## src/rtl/cma_host_ctrl.sv

```systemverilog
// ----------------------------------------------------------------------------
// cma_host_ctrl
//
// Purpose:
//   Bridges a host command/response channel onto the CMA strobe interface.
//   The host issues write, read, run, set-bank and set-ROMUL commands. Reads
//   return one captured word on the response channel. A run raises RUN and
//   waits for the CMA to signal DONE.
//
// Configuration:
//   CMA_HOST_TIMEOUT_EN : when defined, RUN_WAIT is bounded by a 16-bit cycle
//                         counter. After TIMEOUT_CYC cycles without DONE the
//                         run is aborted and ERR is set. When undefined there
//                         is no counter and RUN_WAIT waits indefinitely.
//
// Parameters:
//   TIMEOUT_CYC  maximum RUN_WAIT cycles before abort (timeout build only)
//
// Ports:
//   CLK, RST_N            clock (rising edge), asynchronous active-low reset
//   CMD_VALID/CMD_READY   command handshake
//   CMD_OP[2:0]           000 write, 001 read, 010 run, 011 set bank,
//                         100 set ROMUL, others illegal
//   CMD_ADDR[11:0]        CMA address
//   CMD_DATA[24:0]        write data, bank select [0] or ROMUL value [19:0]
//   RSP_VALID/RSP_READY   read response handshake
//   RSP_DATA[24:0]        captured read word (held after the handshake)
//   EXWE, EXRE            CMA write / read strobes
//   EXA[11:0], EXWD[24:0] CMA address / write data
//   EXRD[24:0]            CMA read data, valid the cycle after EXRE
//   EXROMUL[19:0], CBANK  CMA ROMUL value and configuration bank
//   RUN, DONE             CMA run request / completion
//   BUSY                  high whenever the FSM is not idle
//   ERR                   sticky error (illegal opcode or run timeout)
//
// Handshake rule: a transfer happens at a rising CLK edge where VALID and
// READY are both 1. A VALID source keeps its payload stable until that edge.
// The CMD channel is ready only in IDLE. RSP_VALID and RSP_DATA hold until
// RSP_READY is sampled high.
// ----------------------------------------------------------------------------
module cma_host_ctrl #(
    parameter int unsigned TIMEOUT_CYC = 65535
) (
    input  logic        CLK,
    input  logic        RST_N,
    input  logic        CMD_VALID,
    output logic        CMD_READY,
    input  logic [2:0]  CMD_OP,
    input  logic [11:0] CMD_ADDR,
    input  logic [24:0] CMD_DATA,
    output logic        RSP_VALID,
    input  logic        RSP_READY,
    output logic [24:0] RSP_DATA,
    output logic        EXWE,
    output logic        EXRE,
    output logic [11:0] EXA,
    output logic [24:0] EXWD,
    input  logic [24:0] EXRD,
    output logic [19:0] EXROMUL,
    output logic        CBANK,
    output logic        RUN,
    input  logic        DONE,
    output logic        BUSY,
    output logic        ERR
);

    typedef enum logic [2:0] {
        IDLE     = 3'd0,
        WRITE    = 3'd1,
        READ     = 3'd2,
        RD_CAP   = 3'd3,
        RSP      = 3'd4,
        RUN_WAIT = 3'd5
    } state_t;

    localparam logic [2:0] OP_WRITE = 3'b000;
    localparam logic [2:0] OP_READ  = 3'b001;
    localparam logic [2:0] OP_RUN   = 3'b010;
    localparam logic [2:0] OP_BANK  = 3'b011;
    localparam logic [2:0] OP_ROMUL = 3'b100;

    state_t state;

    // High only during the first RUN_WAIT cycle. DONE may still be high from
    // a previous run, so it is not trusted until this flag has cleared.
    logic run_first;

`ifdef CMA_HOST_TIMEOUT_EN
    // Counts completed RUN_WAIT cycles. When it equals TO_LAST, the cycle
    // being closed is the TIMEOUT_CYC-th one, so RUN stays high for exactly
    // TIMEOUT_CYC cycles before an abort.
    localparam logic [15:0] TO_LAST = 16'(TIMEOUT_CYC - 1);
    logic [15:0] to_cnt;
`else
    logic unused_timeout_cyc;
    assign unused_timeout_cyc = ^TIMEOUT_CYC;
`endif

    // These two outputs decode only the state register.
    assign CMD_READY = (state == IDLE);
    assign BUSY      = (state != IDLE);

    always_ff @(posedge CLK or negedge RST_N) begin
        if (!RST_N) begin
            state     <= IDLE;
            run_first <= 1'b0;
            EXWE      <= 1'b0;
            EXRE      <= 1'b0;
            RUN       <= 1'b0;
            RSP_VALID <= 1'b0;
            ERR       <= 1'b0;
            CBANK     <= 1'b0;
            EXA       <= '0;
            EXWD      <= '0;
            EXROMUL   <= '0;
            RSP_DATA  <= '0;
`ifdef CMA_HOST_TIMEOUT_EN
            to_cnt    <= '0;
`endif
        end else begin
            case (state)
                IDLE: begin
                    if (CMD_VALID) begin
                        case (CMD_OP)
                            OP_WRITE: begin
                                EXA   <= CMD_ADDR;
                                EXWD  <= CMD_DATA;
                                EXWE  <= 1'b1;
                                state <= WRITE;
                            end
                            OP_READ: begin
                                EXA   <= CMD_ADDR;
                                EXRE  <= 1'b1;
                                state <= READ;
                            end
                            OP_RUN: begin
                                RUN       <= 1'b1;
                                run_first <= 1'b1;
`ifdef CMA_HOST_TIMEOUT_EN
                                to_cnt    <= '0;
`endif
                                state     <= RUN_WAIT;
                            end
                            OP_BANK: begin
                                CBANK <= CMD_DATA[0];
                            end
                            OP_ROMUL: begin
                                EXROMUL <= CMD_DATA[19:0];
                            end
                            default: begin
                                // Illegal opcode: consumed, flagged, no strobe.
                                ERR <= 1'b1;
                            end
                        endcase
                    end
                end

                WRITE: begin
                    EXWE  <= 1'b0;
                    state <= IDLE;
                end

                READ: begin
                    EXRE  <= 1'b0;
                    state <= RD_CAP;
                end

                RD_CAP: begin
                    // The CMA presents EXRD in the cycle after EXRE.
                    RSP_DATA  <= EXRD;
                    RSP_VALID <= 1'b1;
                    state     <= RSP;
                end

                RSP: begin
                    if (RSP_READY) begin
                        RSP_VALID <= 1'b0;
                        state     <= IDLE;
                    end
                end

                RUN_WAIT: begin
                    run_first <= 1'b0;
`ifdef CMA_HOST_TIMEOUT_EN
                    to_cnt <= to_cnt + 16'd1;
                    // A qualified DONE wins over a simultaneous timeout.
                    if (!run_first && DONE) begin
                        RUN   <= 1'b0;
                        state <= IDLE;
                    end else if (to_cnt == TO_LAST) begin
                        RUN   <= 1'b0;
                        ERR   <= 1'b1;
                        state <= IDLE;
                    end
`else
                    if (!run_first && DONE) begin
                        RUN   <= 1'b0;
                        state <= IDLE;
                    end
`endif
                end

                default: begin
                    EXWE      <= 1'b0;
                    EXRE      <= 1'b0;
                    RUN       <= 1'b0;
                    RSP_VALID <= 1'b0;
                    run_first <= 1'b0;
                    state     <= IDLE;
                end
            endcase
        end
    end

endmodule

```

## config.mk

```make
export PLATFORM = sky130hd
export DESIGN_NAME = cma_host_ctrl
export DESIGN_NICKNAME = d
export VERILOG_FILES = /design/src/rtl/cma_host_ctrl.sv
export SDC_FILE = /design/constraint.sdc
export NUM_CORES = 1
export LEC_CHECK = 0
export ABC_CLOCK_PERIOD_IN_PS = 1470
export BUFFER_PORTS_ARGS = -buffer_cell sky130_fd_sc_hd__buf_4
export CORE_ASPECT_RATIO = 1.2
export CORE_UTILIZATION = 42
export CTS_CLUSTER_SIZE = 10
export DETAILED_ROUTE_END_ITERATION = 12
export PLACE_DENSITY_LB_ADDON = 0.1
export SKIP_LAST_GASP = 1
export SLEW_MARGIN = 20
export SYNTH_ARGS = -nofsm -noshare
export SYNTH_HDL_FRONTEND = slang
export SYNTH_SLANG_ARGS = --single-unit
```

## constraint.sdc

```tcl
create_clock -name CLK -period 1.47 [get_ports CLK]
set_input_delay 0.294 -clock CLK [delete_from_list [all_inputs] [get_ports CLK]]
set_output_delay 0.294 -clock CLK [all_outputs]
set_load 0.02 [all_outputs]
```

==> impl_metrics.tcl <==
set metrics [dict create \
    status "finished, violations left" \
    violations_in_the_final_reports "negative setup slack" \
    cpLargestDelayFamily "buffers and inverters" \
    grt_max_degree 26 \
    netlist.area_leader.share_pct 63.58 \
    total_of_buffers_placed_on_input_and_output_ports 159 \
    slew_headroom_pct 76.18 \
    start_kind "flop" \
    ctsRootBufferMaster "sky130_fd_sc_hd__clkbuf_8" \
    layout.cells.most_common "sky130_fd_sc_hd__buf_4" \
    power.switching_uw 4537 \
    drt-total-wl_um 8436 \
    comb_power_share_pct 51.2 \
    clk_path_buf_depth 2 \
    power.internal_uw 7607 \
    worst_ep_arrival_time_ps 1830 \
    timing.final.max_slew_violations 0 \
    layout-drive-gt1-share_pct 69.44 \
    cpMaxStageDelayCell "sky130_fd_sc_hd__dfrtp_1" \
    yosysWarnings 0 \
    timing.critical_path.required_ps 1700 \
    netlist_area_um2 3621 \
    top_area_cells_in_the_synthesized_netlist "sky130_fd_sc_hd__dfrtp_1 64%, sky130_fd_sc_hd__mux2_2 26%, sky130_fd_sc_hd__buf_6 0.93%, sky130_fd_sc_hd__buf_4 0.83%, sky130_fd_sc_hd__nand2_1 0.83%" \
    floorplan.die_area_um2 8998 \
    initial_antenna_violation_count 0 \
    syn_inst 234 \
    totalNegativeSetupSlack_ps -6410 \
    detail_route.vias_per_cell 4.723 \
    worstReg2RegStart "state[1]$_DFFE_PN0P_" \
    cellLeakagePower_uw 0.002688 \
    r2r_end "EXA[0]$_DFFE_PN0P_" \
    critPathMaxFanout 6 \
    setup_repair_after_global_routing_missed_its_margin "yes" \
    regToRegSetupSlack_ps -130 \
    starting_density_of_the_core_pct 43.93 \
    cts_sinks 92 \
    synth.yosys.seq_area_share_pct 63.58 \
    gp_congestion 0.7739 \
    fmax_mhz 625.0 \
    worst_slack_ps -130.0 \
    setup_violations 84 \
    dieHeight_um 103.7 \
    clk_pin_slew_worst_paths_ps 90 \
    power_uw 12140 \
    fp-row-count 36 \
    syn-num-nets 304 \
    finalCritPeriodShare_pct 108.8 \
    drt_first_iter_violations 62 \
    seq_power_share_pct 36.4 \
    ffs_latches_synth 92 \
    ir_drop_mv 1.163 \
    core_footprint_um2 8243 \
    antennaDiodeCount 0 \
    timing.critical_path.to_type "flop" \
    post_layout_minimum_cycle_time_ps 1600 \
    layout.cells.most_common_list "169 x sky130_fd_sc_hd__buf_4, 91 x sky130_fd_sc_hd__dfrtp_1, 82 x sky130_fd_sc_hd__mux2_2, 14 x sky130_fd_sc_hd__buf_6, 10 x sky130_fd_sc_hd__clkbuf_8" \
    drc 0 \
    clock_insertion_delay_worst_skew_ps 350 \
    cts.htree.levels 3 \
    cts_tree "built" \
    avgRoutedWirePerCell_um 15.45 \
    grt_overflow 0 \
    worstPathBufferInverterCount 3 \
    holdPathStages 2 \
    clock_tree_skew_after_final_layout_ps 6.353 \
    avgSynthCellArea_um2 15.47 \
    area.growth.synth_to_final_pct 52.25 \
    timing.hold.worst.class "in2reg" \
    rr_worst_depth 6 \
    cp_cell_sequence "buf_6 > nor4b_4 > buf_4 > nand2_4 > buf_12 > mux2_2" \
    vias 2579 \
    cts_buf_count 9 \
    drt_first_pass_iters 4 \
    detailedPlacementHpwl_um 5943 \
    yosys.cell_types.count 31 \
    hp-start "EXRD[21]" \
    criticalPathCategory "reg2reg" \
    nets 497 \
    grt_first_pass_wirelength_um 13280 \
    worstMarginPinSlew_ps 352.6 \
    critical_path.max_stage_delay_ps 410 \
    filler_cell_count 637 \
    hold_end "RSP_DATA[21]$_DFFE_PN0P_" \
    finalHoldViolCount 0 \
    grt_use_total_pct 19.42 \
    maxCapViolCount 0 \
    timing.critical_path.from "state[1]$_DFFE_PN0P_" \
    clock_power_share_pct 12.4 \
    number_of_antenna_violating_nets_in_the_routed_design 0 \
    power_density_nw_per_um2 2203 \
    switching_share_pct 37.36 \
    first_global_vias 2685 \
    ios 160 \
    horizontal_die_dimension_um 86.76 \
    post-synth-top-area-cell "sky130_fd_sc_hd__dfrtp_1" \
]
[area by class of cell]
class | instances | area (um^2) | area share, %
clock inverter | 5 | 27.53 | 0.4993
multi-input combinational | 128 | 1269 | 23.01
sequential | 92 | 2303 | 41.78
inverter | 4 | 15.01 | 0.2724
clock buffer | 11 | 141.4 | 2.565
timing repair buffer | 192 | 1614 | 29.28
tap | 114 | 142.6 | 2.587
[cell usage after synthesis]
library cell / instances
sky130_fd_sc_hd__nor4_1: 1
sky130_fd_sc_hd__o41ai_1: 1
sky130_fd_sc_hd__nand4_1: 1
sky130_fd_sc_hd__a211o_1: 1
sky130_fd_sc_hd__nand2b_1: 3
sky130_fd_sc_hd__nand3_4: 1
sky130_fd_sc_hd__clkbuf_1: 1
sky130_fd_sc_hd__nand2_1: 8
sky130_fd_sc_hd__inv_1: 4
sky130_fd_sc_hd__a221oi_1: 1
sky130_fd_sc_hd__nor4b_4: 1
sky130_fd_sc_hd__mux2_4: 1
sky130_fd_sc_hd__buf_4: 4
sky130_fd_sc_hd__a31o_2: 1
sky130_fd_sc_hd__buf_2: 2
sky130_fd_sc_hd__o21ai_0: 3
sky130_fd_sc_hd__mux2_2: 82
sky130_fd_sc_hd__nor2_1: 6
sky130_fd_sc_hd__and4_1: 1
sky130_fd_sc_hd__o21a_1: 1
sky130_fd_sc_hd__nor4bb_1: 1
sky130_fd_sc_hd__nor3b_2: 1
sky130_fd_sc_hd__nor2b_1: 2
sky130_fd_sc_hd__o21bai_1: 1
sky130_fd_sc_hd__a31oi_1: 1
sky130_fd_sc_hd__nand3_1: 2
sky130_fd_sc_hd__nor3b_1: 1
sky130_fd_sc_hd__a21oi_1: 5
sky130_fd_sc_hd__dfrtp_1: 92
sky130_fd_sc_hd__buf_6: 3
sky130_fd_sc_hd__nor3_1: 1
[cells by family (layout without fill, tap and decap cells)]
| logic type | after synthesis | after routing | share of synthesized area [%] |
|---|---|---|---|
| AND/OR/NAND/NOR | 30 | 30 | 5.287 |
| flip-flops | 92 | 92 | 63.58 |
| multiplexers | 83 | 83 | 25.92 |
| AO/OA/AOI/OAI | 15 | 15 | 2.661 |
| buffers and inverters | 14 | 212 | 2.557 |
[sequential cells by signal (all words and copies together) (netlist names), 3 cells and up]
register and cells:
RSP_DATA 25, EXROMUL 20, state 3, EXA 12
EXWD 25
[metrics by stage]
step | hold WS (ps) | util, % | cell area (um^2) | std cells | setup WS [ps]
floorplan | -1.591 | - | 3626 | 234 | -45.19
CTS | 143.6 | 65.73 | 5418 | 543 | -109.4
finish | 165.4 | 66.88 | 5513 | 546 | -130.0
global placement | 231.7 | 62.02 | 5112 | 519 | -11.69
global route | 143.7 | 66.88 | 5513 | 546 | -175.9
detailed placement | 233.7 | 62.02 | 5112 | 519 | -39.53
[routing by layer]
layer,part of all wire (%),GRT usage [%],wire (um),vias up
li1,-,-,-,1210
met1,41,23.91,3443,1271
met2,51,31.97,4318,92
met3,6.9,6.295,585,6
met4,1.1,6.429,89,0
met5,0,0,0,-
[power by group through the flow]
stage	Clock (uW)	Sequential (uW)	Combinational (uW)
floorplan	0	5910	1650
global placement	0	4460	5760
detailed placement	0	4500	5850
CTS	1550	4420	6110
global route	1660	4580	6590
finish	1510	4420	6220
[worst max path at each step]
stage / slack [ps] / to / cells past startpoint
6_report: -130 / EXA[0]$_DFFE_PN0P_ / 6
2_1_floorplan: -50 / BUSY / 3
5_1_grt: -180 / EXA[8]$_DFFE_PN0P_ / 6
3_5_place_dp: -40 / EXA[2]$_DFFE_PN0P_ / 5
4_1_cts: -110 / BUSY / 4
3_3_place_gp: -10 / EXA[5]$_DFFE_PN0P_ / 5
[what timing repair did]
action	in CTS	in global routing
buffers inserted	6	1
endpoints found under the setup margin	71	85
gates resized for setup	15	10
pin swaps	1	6
cloned	1	2
hold buffers	1	0
endpoints found under the hold margin	21	0
Power figures use the tool's default switching activity.
